===== src/rtl/sb_drain_ctrl_pkg.sv =====
// sb_drain_ctrl_pkg: shared store-buffer constants and drain state encodings
package sb_drain_ctrl_pkg;
  localparam int STOREBUFFER_NUM_LINES = 4;
  typedef enum logic [1:0] {
    SBD_IDLE = 2'd0,
    SBD_REQ  = 2'd1,
    SBD_POP  = 2'd2
  } sbd_state_t;
endpackage


===== src/rtl/sb_prio_enc.sv =====
// sb_prio_enc: lowest-set-bit encoder with an any-valid flag
module sb_prio_enc #(
  parameter int N = 4,
  parameter int W = 2
) (
  input  logic [N-1:0] vec,
  output logic [W-1:0] idx,
  output logic         any
);
  always_comb begin
    idx = '0;
    for (int i = N - 1; i >= 0; i--) idx = vec[i] ? W'(i) : idx;
    any = |vec;
  end
endmodule


===== src/rtl/sb_drain_ctrl.sv =====
// sb_drain_ctrl: drains store-buffer entries into the D-cache, sharing its port with loads
module sb_drain_ctrl
  import sb_drain_ctrl_pkg::*;
#(
  parameter int NUM_LINES    = STOREBUFFER_NUM_LINES,
  parameter int IDX_W        = $clog2(NUM_LINES),
  parameter int STARVE_LIMIT = 8,
  parameter int CNT_W        = 4
) (
  input  logic                 clk,
  input  logic                 rst,
  input  logic [NUM_LINES-1:0] sb_valid,
  input  logic                 sb_full,
  input  logic                 load_req,
  input  logic                 fence,
  input  logic                 cache_ack,
  output logic                 cache_req,
  output logic [IDX_W-1:0]     drain_idx,
  output logic                 drain_pop,
  output logic                 load_grant,
  output logic                 sb_stall,
  output logic                 fence_done
);
  sbd_state_t       state, state_n;
  logic [CNT_W-1:0] starve_cnt, starve_n;
  logic [IDX_W-1:0] pick;
  logic             fence_pend, fence_pend_n, any, idle, force_drain, go, starved;
  sb_prio_enc #(.N(NUM_LINES), .W(IDX_W)) u_enc (
    .vec(sb_valid),
    .idx(pick),
    .any(any)
  );
  // Level outputs are gated by reset so nothing leaks out while it is held.
  always_comb begin
    idle         = state == SBD_IDLE;
    starved      = starve_cnt == CNT_W'(STARVE_LIMIT);
    force_drain  = (sb_full | fence_pend | starved) & any;
    go           = idle & (force_drain | (any & ~load_req));
    cache_req    = state == SBD_REQ;
    drain_pop    = state == SBD_POP;
    load_grant   = rst & idle & load_req & ~force_drain;
    fence_done   = rst & idle & fence_pend & ~any;
    sb_stall     = rst & (sb_full | fence_pend);
    state_n      = idle ? (go ? SBD_REQ : SBD_IDLE) : cache_req ? (cache_ack ? SBD_POP : SBD_REQ) : SBD_IDLE;
    starve_n     = (drain_pop | ~any) ? '0 : (load_grant & ~starved) ? starve_cnt + CNT_W'(1) : starve_cnt;
    fence_pend_n = (fence_pend | fence) & ~fence_done;
  end
  always_ff @(posedge clk or negedge rst) begin
    if (!rst) begin
      state      <= SBD_IDLE;
      starve_cnt <= '0;
      fence_pend <= 1'b0;
      drain_idx  <= '0;
    end else begin
      state      <= state_n;
      starve_cnt <= starve_n;
      fence_pend <= fence_pend_n;
      if (go) drain_idx <= pick;
    end
  end
endmodule


===== config.mk =====
export PLATFORM = sky130hd
export DESIGN_NAME = sb_drain_ctrl
export DESIGN_NICKNAME = d
export VERILOG_FILES = /design/src/rtl/sb_drain_ctrl_pkg.sv /design/src/rtl/sb_prio_enc.sv /design/src/rtl/sb_drain_ctrl.sv
export SDC_FILE = /design/constraint.sdc
export NUM_CORES = 1
export LEC_CHECK = 0
export ABC_AREA = 1
export BUFFER_PORTS_ARGS = -buffer_cell sky130_fd_sc_hd__buf_2
export CAP_MARGIN = 30
export CORE_AREA = 8 8 45 47
export DETAILED_ROUTE_END_ITERATION = 8
export DIE_AREA = 0 0 53 55
export HOLD_SLACK_MARGIN = 0.02
export PLACE_DENSITY = 0.7
export REMOVE_ABC_BUFFERS = 1
export SYNTH_ARGS = -nofsm -noshare
export SYNTH_HDL_FRONTEND = slang
export SYNTH_SLANG_ARGS = --single-unit

===== constraint.sdc =====
create_clock -name clk -period 1.4 [get_ports clk]
set_input_delay 0.21 -clock clk [delete_from_list [all_inputs] [get_ports clk]]
set_output_delay 0.21 -clock clk [all_outputs]
set_load 0.02 [all_outputs]

======== Yosys cells after proc, flatten, opt, wreduce, memory -nomap -nowiden ========
Index checks and enable logic that the tools add are counted.
storage, ports and cells
  register bits after elaboration ......... 9
  bits of input ports ..................... 10
  output and inout port bits .............. 7
  logic and storage cells ................. 42
cells by class
  add/sub/neg operators ................... 1
  eq/ne operators ......................... 3
  multiplexer cells ....................... 10
  bitwise logic cells ..................... 21
  reduce and logical (&&, ||, !) cells .... 3
operators with widths
  operator             count
  $mux 2               7
  $and 1x1->1          11
  $mux 4               2
  $not 1->1            5
  $or 1x1->1           5
  $add 4x1->4 const B  1
  $eq 4x4->1 const B   1
  $reduce_or 4->1      1
  $eq 2x1->1 const B   1
  $eq 2x2->1 const B   1
  $logic_not 2->1      1
  $reduce_bool 2->1    1
  $mux 1               1

======== Logic depth before layout (Yosys ltp) ========
Gate-level depths: netlist of the first run.
  depth in word-level cells ............... 8
  depth in mapped cells ................... 9
  mapped depth without buffers ............ 9

======== Hierarchy ========
Synthesis of the first run repeated with hierarchy kept, for this count alone.
second synthesis, totals
  cells, all modules ...................... 77
  area, all modules ....................... 599.3 sq um
by module, submodules not included
  module         instances  cells each  area an instance (sq um)  sequential area each (sq um)
  sb_drain_ctrl  1          68          550.5                     225.2
  sb_prio_enc    1          9           48.8                      0.0

======== Least setup slack after synthesis of the first run ========
OpenSTA, ideal clock, no wires.
  path kind ............................... register -> register
  start ................................... reg state[1]
  end ..................................... reg fence_pend
  library setup time ...................... 0.151 ns
  arrival ................................. 1.269 ns
  required time ........................... 1.249 ns
  setup slack ............................. -0.020 ns
  cell stages (with the launch flop) ...... 5
  path buffers ............................ 0
  period minus slack after synthesis ...... 1.420 ns
  cells stage by stage .................... dfrtp_1 nor2_2 nand2_2 nor3b_1 nor2_1
between the ends
  cells in the longest elaborated chain, start to end .. 6
RTL lines
  what                      RTL line             text
  from (decl)               sb_drain_ctrl.sv:24  sbd_state_t state, state_n;
  from (signal assigned)    sb_drain_ctrl.sv:55  state <= state_n;
  $logic_not 2->1           sb_drain_ctrl.sv:35  idle = state == SBD_IDLE;
  $and 1x1->1 (3 in a row)  sb_drain_ctrl.sv:42  fence_done = rst & idle & fence_pend & ~any;
  via fence_done            sb_drain_ctrl.sv:22  output logic fence_done
  $not 1->1                 sb_drain_ctrl.sv:46  fence_pend_n = (fence_pend | fence) & ~fence_done;
  $and 1x1->1               sb_drain_ctrl.sv:46
  via fence_pend_n          sb_drain_ctrl.sv:27  logic fence_pend, fence_pend_n, any, idle, force_drain, go, starved;
  to (signal assigned)      sb_drain_ctrl.sv:57  fence_pend <= fence_pend_n;
  to (decl)                 sb_drain_ctrl.sv:27
The timed path passes the listed nets, and every way through them passes these cells.
A chain may end at the register's enable or synchronous reset.

======== Final worst setup path of the first run ========
  start ................................... reg starve_cnt[0]
  end ..................................... out load_grant
between the ends
  cells in the longest elaborated chain, start to end .. 5
RTL lines
  what                    RTL line             text
  from (decl)             sb_drain_ctrl.sv:25  logic [CNT_W-1:0] starve_cnt, starve_n;
  from (signal assigned)  sb_drain_ctrl.sv:56  starve_cnt <= starve_n;
  $eq 4x4->1              sb_drain_ctrl.sv:36  starved = starve_cnt == CNT_W'(STARVE_LIMIT);
  $or 1x1->1              sb_drain_ctrl.sv:37  force_drain = (sb_full | fence_pend | starved) & any;
  $and 1x1->1             sb_drain_ctrl.sv:37
  $not 1->1               sb_drain_ctrl.sv:41  load_grant = rst & idle & load_req & ~force_drain;
  $and 1x1->1             sb_drain_ctrl.sv:41
  to (decl)               sb_drain_ctrl.sv:20  output logic load_grant,
No other way between the ends.

==> impl_metrics.yaml, run 1 <==
logic_synthesis:
  synthMuxAreaShare_pct: 0
  yosysTopAreaCell: "dfrtp_1"
  yosys_warnings: 0
  ys_types: 19
  synth-xor-area-share_pct: 2.99
  synth-simple-area-share_pct: 45.8
  synth_top_family_by_area: "simple AND/OR/NAND/NOR gates"
  postSynthCellCount: 76
  synth_area_sq_um: 587
  synth-compound-area-share_pct: 0.853
  synth_fa_ha_area_share_pct: 4.26
  yosys.area.top_type_share_pct: 38.4
  ys_ff_latch: 9
  syn_avg_cell_area_sq_um: 7.72
  synth_area_leaders: "dfrtp_1 38%, nand2_1 11%, nor2_1 7.0%"
  yosysSeqAreaShare_pct: 38.4
critical_path:
  critPathMaxStageDelay_ps: 390
  cpLargestDelayFamily: "flip-flops"
  startpoint_type: "flop"
  rr_startpoint: "starve_cnt[0]$_DFFE_PN0P_"
  critPathSlowestCell: "dfrtp_1"
  crit_arrival_ps: 1300
  end_kind: "primary output"
  cp-startpoint: "starve_cnt[0]$_DFFE_PN0P_"
  cp_cell_sequence: "inv_2 > ha_4 > nand3_4 > nand2_2 > nand2_2 > and2_4 > buf_6"
  worstPathRequired_ps: 1190
  critPathMostFrequentCell: "nand2_2"
  crit_buf_inv: 2
  critPathKind: "flop to primary output"
  crit_fanout: 2
cts:
  root_buffer: "clkbuf_4"
  htreeDepth: 1
  cts_tree: "done"
  cts.reportedPaths.clkPinSlew_ps: 70
  cts.sinks: 9
  cts_buffers: 3
  clock_path_buffers: 2
  worstSkewPairLatency_ps: 270
grt:
  grt_max_degree: 10
  grt_pass1_wl_microns: 2410
  track_usage_pct: 11.0
  antenna_found_initial: 0
  grt_pass1_vias: 572
  overflow: 0
floorplan:
  boundaryPins: 17
  start_util_pct: 42.4
  dieHeight_microns: 55
  rows: 14
  die_w_microns: 53
  core_area_sq_mm: 0.00138
  dieArea_sq_mm: 0.00292
sta:
  final-hold-violation-count: 0
  clock_skew_ps: 6.59
  rsz0062_at_grt: "true"
  worst_slew_pin_slew_ps: 448
  setup_violations: 2
  period_minus_slack_ps: 1510
  max_freq_ghz: 0.660
  slew_headroom_pct: 70.0
  finalWorstSetupSlack_ps: -115
  slew_violations: 0
  min_period_over_period_pct: 108
cells_and_area:
  diodes: 0
  final_util_pct: 59.4
  drive_above_1_share_pct: 45.3
  final_cells: 122
  nets: 119
  syn2layout_area_growth_pct: 40.1
  final_area_sq_um: 822
  nFillCells: 123
place:
  gp_congestion: 0.823
  hpwl_microns: 1020
  port_buffers: 16
  dpl_worst_slack_ps: 26.1
  place_area_sq_um: 717
  dp_cells: 112
detailed_routing:
  dr.pass1.iters: 4
  vias_per_cell: 4.61
  drt-total-wl_microns: 1370
  drtIter0Drc: 20
  remaining_drc_errors: 0
  routedWlPerCell_microns: 11.3
  dr_total_vias: 562
  ant_nets: 0
run_status:
  outcome: "finished with violations"
  violations: "setup timing"
min_path:
  hold_path_class: "primary input to flop"
  worstHoldStart: "cache_ack"
power:
  power_density_mw_per_mm2: 1630
  finalPower_mw: 1.34
  irDropWorstVdd_uv: 1220
  p_leak_nw: 0.454
job:
  cap_violations: 0
-- worst min-delay path: cells and delay by family --
| family | cells | cell delay, ps |
|---|---|---|
| buf+inv | 2 | 160 |
| simple gates | 1 | 40 |
-- cell usage in the layout (no fill, tap or decap) --
cell and instances:
buf_6 1, nor2_4 1, clkbuf_4 3, nand2_1 17
nand3_1 7, nor3b_2 1, nand2_4 1, buf_4 10
dfrtp_1 9, inv_1 8, buf_2 14, nand3b_1 1
dlygate4sd3_1 1, xor2_1 1, xnor2_1 1, inv_2 4
nor2_2 3, clkinv_2 1, and2_4 1, nand2_2 5
a21oi_1 1, nor3_1 1, ha_4 1, nand3_4 2
nor2_1 10, ha_1 1
-- metrics by stage --
stage               hold slack (ps)  setup TNS (ps)
finish                          159            -175
global route                    168            -374
CTS                             158            -207
detailed placement              163               0
global placement                161               0
floorplan                     -85.6           -30.4
-- cell usage after synthesis --
| library cell | n |
|---|---|
| nand3b_1 | 1 |
| nand3_1 | 7 |
| a21oi_1 | 1 |
| and2_2 | 1 |
| nor2_2 | 2 |
| nand2_1 | 17 |
| nor2_1 | 11 |
| inv_2 | 2 |
| nand3_4 | 2 |
| nor2_4 | 1 |
| nor3_1 | 1 |
| ha_1 | 2 |
| nor3b_1 | 1 |
| nand2_2 | 5 |
| xor2_1 | 1 |
| nand2_4 | 1 |
| xnor2_1 | 1 |
| dfrtp_1 | 9 |
| inv_1 | 10 |
-- routing by layer --
layer  routed length, microns  GRT usage, %  up-vias
li1                         -             -      295
met1                      610          12.6      252
met2                      685          18.9       11
met3                       50          1.60        4
met4                       26          6.47        0
met5                        0             0        -
-- registers in the layout, indices dropped and copies added, names as in the netlist --
| name | cells |
|---|---|
| starve_cnt | 4 |
| drain_idx | 2 |
| state | 2 |
| fence_pend | 1 |
-- layout make-up --
cell class                      instances  area [sq um]  area share (%)
Sequential cell                         9           225            27.4
Clock inverter                          1          5.00           0.609
Clock buffer                            3          22.5            2.74
Timing Repair Buffer                   26           166            20.2
Tap cell                               16          20.0            2.44
Multi-Input combinational cell         55           338            41.1
Inverter                               12          45.0            5.48
-- logic make-up (layout without fill, tap and decap cells) --
| logic type | after synthesis | count (layout) |
|---|---|---|
| AO/OA/AOI/OAI | 1 | 1 |
| flip-flops | 9 | 9 |
| AND/OR/NAND/NOR | 50 | 50 |
| buffers and inverters | 12 | 42 |
| XOR/XNOR | 2 | 2 |
| adder cells (fa/ha/maj) | 2 | 2 |
-- what timing repair did --
item	in CTS	in global routing
hold buffers	1	0
pin swaps	4	1
buffers inserted	5	0
endpoints found under the hold margin	9	0
setup endpoints to repair	3	7
resized for setup	7	3
-- worst paths after layout --
check,endpoint,slack (ps),cells past startpoint
worst max-delay path,load_grant,-110,7
worst min-delay path,state[1]$_DFF_PN0_,160,3
worst max register to register,drain_idx[1]$_DFFE_PN0P_,70,10
worst min register to register,drain_idx[0]$_DFFE_PN0P_,470,2
max in group asynchronous,starve_cnt[3]$_DFFE_PN0P_,560,3
min in group asynchronous,fence_pend$_DFF_PN0_,520,3
-- power breakdown --
group | internal [mW] | switching (mW)
combinational | 0.297 | 0.404
sequential | 0.354 | 0.0693
clock | 0.106 | 0.106
(Power assumes the default switching activity.)
==> run 2: changes to the inputs <==
--- a/config.mk
+++ b/config.mk
@@ -8,11 +8,14 @@
 export ABC_AREA = 1
 export BUFFER_PORTS_ARGS = -buffer_cell sky130_fd_sc_hd__buf_2
 export CAP_MARGIN = 30
-export CORE_AREA = 8 8 45 47
+export CELL_PAD_IN_SITES_DETAIL_PLACEMENT = 1
+export CELL_PAD_IN_SITES_GLOBAL_PLACEMENT = 1
+export CORE_MARGIN = 8
+export CORE_UTILIZATION = 34
 export DETAILED_ROUTE_END_ITERATION = 8
-export DIE_AREA = 0 0 53 55
+export GPL_TIMING_DRIVEN = 0
 export HOLD_SLACK_MARGIN = 0.02
-export PLACE_DENSITY = 0.7
+export PLACE_DENSITY_LB_ADDON = 0.1
 export REMOVE_ABC_BUFFERS = 1
 export SYNTH_ARGS = -nofsm -noshare
 export SYNTH_HDL_FRONTEND = slang
==> run 2 against run 1 <==
  * The run still ends with setup timing left
  * Setup slack worse by 9.6 ps
  * Via count up 0.71%
  * Non-clock buffer count down 4
  * Global-route usage down 0.43 points
  * Register-to-register slack worse by 20 ps
  * Sequential share of layout area up 1.0 points
  * Core utilization down 12 points
  * Critical path depth unchanged
  * Final cell count down 2.5%
  * Die area up 14%
  * Clock-buffer cell count up 1
  * Routed wire length up 11%
  * Largest cell class unchanged
==> impl_metrics.yaml, run 2 (synthesis results as in run 1) <==
cells_and_area:
  nFillCells: 222
  regMostFlops: "starve_cnt"
  final_common_cell: "nand2_1"
  drive_above_1_share_pct: 42.2
  multi_input_area_sq_um: 338
  largest_register_ffs: 4
  register_area_sq_um: 225
  nets: 115
  mostFrequentLayoutCells: "17 x nand2_1, 14 x buf_2, 10 x nor2_1"
  diodes: 0
  final_cells: 119
  syn2layout_area_growth_pct: 35.0
  top_regs: "starve_cnt x4, drain_idx x2, state x2"
sta:
  period_minus_slack_ps: 1520
  slew_headroom_pct: 70.9
  worst_slew_pin_slew_ps: 435
  clock_skew_ps: 6.27
  rsz0062_at_grt: "true"
  max_freq_ghz: 0.656
  tns_ps: -196
  min_period_over_period_pct: 109
  final-hold-violation-count: 0
  finalWorstSetupSlack_ps: -124
  slew_violations: 0
  setup_violations: 2
grt:
  track_usage_pct: 10.5
  antenna_found_initial: 0
  grt_pass1_wl_microns: 2620
  grt_max_degree: 10
  grt_pass1_vias: 606
  overflow: 0
floorplan:
  start_util_pct: 35.1
  boundaryPins: 17
  dieArea_sq_mm: 0.00331
  rows: 15
  core_area_sq_mm: 0.00167
  die_w_microns: 57.5
  dieHeight_microns: 57.5
detailed_routing:
  routedWlPerCell_microns: 12.8
  drt-total-wl_microns: 1530
  drtIter0Drc: 4
  vias_per_cell: 4.76
  dr.pass1.iters: 2
  remaining_drc_errors: 0
  dr_total_vias: 566
  ant_nets: 0
cts:
  cts_buffers: 3
  root_buffer: "clkbuf_4"
  cts_tree: "done"
  clock_path_buffers: 2
  cts.reportedPaths.clkPinSlew_ps: 70
  cts.sinks: 9
  htreeDepth: 1
  worstSkewPairLatency_ps: 280
place:
  hpwl_microns: 1140
  gp_congestion: 0.732
  dp_cells: 109
  port_buffers: 16
critical_path:
  worstPathRequired_ps: 1190
  regToRegEndpoint: "drain_idx[0]$_DFFE_PN0P_"
  rr_worst_depth: 10
  crit_arrival_ps: 1310
  cp-startpoint: "starve_cnt[0]$_DFFE_PN0P_"
  end_kind: "primary output"
  rr_startpoint: "starve_cnt[0]$_DFFE_PN0P_"
  reg2reg_slack_ps: 50
  critPathKind: "flop to primary output"
  startpoint_type: "flop"
  crit_fanout: 2
run_status:
  violations: "setup timing"
  outcome: "finished with violations"
min_path:
  holdPathStages: 3
  worstHoldStart: "fence"
  holdPathEnd: "fence_pend$_DFF_PN0_"
  hold_path_class: "primary input to flop"
power:
  p_leak_nw: 0.430
  power_density_mw_per_mm2: 1660
  finalPower_mw: 1.32
  irDropWorstVdd_uv: 688
job:
  cap_violations: 0
[run 2: changes by cell type in the layout (fill, tap and decap cells not counted), sizes merged]
cell    before  now
clkinv       1    0
clkbuf       3    4
buf         25   21
[run 2: routing by layer]
| metal | up-vias | wire length [microns] | track usage [%] |
|---|---|---|---|
| li1 | 284 | - | - |
| met1 | 267 | 683 | 11.8 |
| met2 | 10 | 727 | 16.1 |
| met3 | 5 | 60 | 3.14 |
| met4 | 0 | 53 | 8.57 |
| met5 | - | 0 | 0 |
[run 2: per-stage QoR]
step                util, %  hold slack (ps)  instance area, sq um  setup WS [ps]
floorplan                 -            -85.6                   587          -19.7
detailed placement     41.2             98.8                   688          -64.7
CTS                    46.7              162                   779           -175
finish                 47.4              166                   792           -124
global route           47.4              181                   792           -187
global placement       41.2             99.7                   688          -37.7
[run 2: how the worst max path moves through the flow]
stage                            to  slack, ps  depth (start not counted)
6_report                 load_grant       -120                          7
5_1_grt                  load_grant       -190                          7
4_1_cts                  load_grant       -170                          7
3_5_place_dp             load_grant        -60                          7
3_3_place_gp             load_grant        -40                          7
2_1_floorplan  fence_pend$_DFF_PN0_        -20                          4
[run 2: what timing repair did]
item / 4_1_cts / 5_1_grt
pin swaps: 4 / 0
endpoints found under the setup margin: 2 / 10
hold buffers: 1 / 0
buffers inserted: 5 / 0
endpoints found under the hold margin: 9 / 0
resized for setup: 6 / 4
[run 2: cell type report]
type                            instances  share of cell area (%)
Clock buffer                            4                    3.32
Inverter                               12                    5.69
Multi-Input combinational cell         55                    42.7
Sequential cell                         9                    28.4
Tap cell                               17                    2.69
Timing Repair Buffer                   22                    17.2
[run 2: where the power goes]
part           total (mW)  leakage [nW]  internal [mW]  switching, mW
clock network       0.220        0.0150          0.111          0.110
registers           0.428         0.112          0.354         0.0740
logic               0.667         0.304          0.272          0.395
[run 2: worst max-delay path: stages (launching register included)]
cell	delay, ps
dfrtp_1	410
inv_2	70
ha_4	130
nand3_4	60
nand2_2	70
nand2_2	50
and2_4	130
buf_6	120
==> run 3: changes to the inputs <==
--- a/config.mk
+++ b/config.mk
@@ -10,6 +10,7 @@
 export CAP_MARGIN = 30
 export CELL_PAD_IN_SITES_DETAIL_PLACEMENT = 1
 export CELL_PAD_IN_SITES_GLOBAL_PLACEMENT = 1
+export CORE_ASPECT_RATIO = 1.25
 export CORE_MARGIN = 8
 export CORE_UTILIZATION = 34
 export DETAILED_ROUTE_END_ITERATION = 8
@@ -20,3 +21,4 @@
 export SYNTH_ARGS = -nofsm -noshare
 export SYNTH_HDL_FRONTEND = slang
 export SYNTH_SLANG_ARGS = --single-unit
+export TNS_END_PERCENT = 1
==> run 3 against run 2 <==
  * The flow still finishes with violations (setup timing)
  * Clock-buffer cell count is the same
  * Largest cell class unchanged
  * Combinational power is essentially flat
  * Core utilization shrank 0.80 points
  * First-iteration DRC count grew to 2.5 times the previous value
  * Register-to-register slack is essentially flat
  * Final cell count grew 1.7%
==> impl_metrics.yaml, run 3 (synthesis results as in run 1) <==
cells_and_area:
  largest_register_ffs: 4
  nets: 115
  regMostFlops: "starve_cnt"
  diodes: 0
  final_common_cell: "nand2_1"
  drive_above_1_share_pct: 42.2
  syn2layout_area_growth_pct: 35.2
  multi_input_area_sq_um: 335
  top_regs: "starve_cnt x4, drain_idx x2, state x2"
  register_area_sq_um: 226
  mostFrequentLayoutCells: "17 x nand2_1, 14 x buf_2, 11 x nor2_1"
  final_cells: 121
  nFillCells: 231
  final_util_pct: 46.6
power:
  irDropWorstVdd_uv: 659
  finalPower_mw: 1.32
  clockPowerShare_pct: 16.3
  p_leak_nw: 0.430
  p_switching_mw: 0.581
  power_density_mw_per_mm2: 1670
  combPwrFrac_pct: 50.7
  seqPwrFrac_pct: 32.9
  power.internal_mw: 0.740
  netSwitchingFraction_pct: 44.0
floorplan:
  core_area_sq_mm: 0.00170
  rows: 17
  start_util_pct: 34.5
  boundaryPins: 17
  die_w_microns: 53.2
  dieHeight_microns: 62.5
  dieArea_sq_mm: 0.00332
sta:
  slew_headroom_pct: 67.3
  tns_ps: -185
  final-hold-violation-count: 0
  clock_skew_ps: 9.27
  rsz0062_at_grt: "true"
  worst_slew_pin_slew_ps: 489
  slew_violations: 0
  period_minus_slack_ps: 1510
  finalWorstSetupSlack_ps: -114
  max_freq_ghz: 0.660
  min_period_over_period_pct: 108
  setup_violations: 2
critical_path:
  end_kind: "primary output"
  critPathMaxStageDelay_ps: 420
  critPathMostFrequentCell: "nand2_2"
  critPathSlowestCell: "dfrtp_2"
  critPathKind: "flop to primary output"
  cp_cell_sequence: "inv_2 > ha_4 > nand3_4 > nand2_2 > nand2_2 > and2_4 > buf_6"
  startpoint_type: "flop"
  crit_arrival_ps: 1300
  worstPathRequired_ps: 1190
  crit_fanout: 2
cts:
  htreeDepth: 1
  root_buffer: "clkbuf_4"
  cts_tree: "done"
  cts.reportedPaths.clkPinSlew_ps: 80
  clock_path_buffers: 2
  cts_buffers: 3
  cts.sinks: 9
  worstSkewPairLatency_ps: 270
detailed_routing:
  dr.pass1.iters: 4
  dr_total_vias: 567
  routedWlPerCell_microns: 12.6
  remaining_drc_errors: 0
  ant_nets: 0
  drtIter0Drc: 10
  drt-total-wl_microns: 1520
  vias_per_cell: 4.69
grt:
  antenna_found_initial: 0
  grt_max_degree: 10
  grt_pass1_vias: 639
  overflow: 0
  grt_pass1_wl_microns: 2620
  track_usage_pct: 10.3
place:
  port_buffers: 16
  gp_congestion: 0.706
  hpwl_microns: 1140
  dp_cells: 111
job:
  cap_violations: 0
run_status:
  violations: "setup timing"
  outcome: "finished with violations"
min_path:
  hold_path_class: "primary input to flop"
==> run 3: cell count changes in the layout (fill, tap and decap cells not counted) <==
cell / delta
nor2_1: +1
dfrtp_1: -1
dfrtp_2: +1
nor2_2: -1
==> run 3: layout make-up <==
| cell class | instances | area share [%] |
|---|---|---|
| Multi-Input combinational cell | 55 | 42.3 |
| Sequential cell | 9 | 28.5 |
| Tap cell | 19 | 3.00 |
| Clock buffer | 4 | 3.31 |
| Timing Repair Buffer | 22 | 17.2 |
| Inverter | 12 | 5.68 |
==> run 3: power groups by stage <==
stage	clock network [mW]	logic, mW	registers (mW)
final	0.216	0.670	0.435
after global routing	0.229	0.761	0.446
after CTS	0.223	0.686	0.438
after floorplan	0	0.386	0.463
after global placement	0	0.545	0.451
after detailed placement	0	0.558	0.456
==> run 3: worst paths after layout <==
path	slack (ps)	startpoint	to	cells after the start
worst max-delay path	-110	starve_cnt[0]$_DFFE_PN0P_	load_grant	7
worst min-delay path	170	fence	fence_pend$_DFF_PN0_	3
worst max register to register	60	starve_cnt[0]$_DFFE_PN0P_	drain_idx[0]$_DFFE_PN0P_	10
worst min register to register	480	drain_idx[0]$_DFFE_PN0P_	drain_idx[0]$_DFFE_PN0P_	2
max in group asynchronous	540	rst	starve_cnt[0]$_DFFE_PN0P_	2
min in group asynchronous	490	rst	starve_cnt[1]$_DFFE_PN0P_	2
==> run 3: critical path: cells and delay by family (launching register included) <==
family | cells | cell delay, ps
flops | 1 | 420
simple gates | 4 | 300
buf+inv | 2 | 190
fa+ha+maj | 1 | 130
==> run 3: metrics by stage <==
stage	hold slack (ps)	area, sq um	setup WS, ps
3_3_place_gp	102	691	-50.6
3_5_place_dp	105	691	-77.0
5_1_grt	192	793	-184
4_1_cts	171	793	-128
6_report	173	793	-114
2_1_floorplan	-85.6	587	-19.7
==> run 3: per-layer routing <==
layer	part of all wire, %	wire length [microns]	GRT usage (%)	vias up
li1	-	-	-	284
met1	41	628	11.1	274
met2	55	845	17.6	7
met3	2.6	39	2.38	2
met4	0.66	10	4.75	0
met5	0	0	0	-
==> run 3: repair_timing <==
item | 4_1_cts | 5_1_grt
hold buffers | 1 | 0
endpoints found under the hold margin | 9 | 0
pin swaps | 4 | 0
buffers inserted | 5 | 0
setup endpoints to repair | 2 | 4
resized for setup | 10 | 0
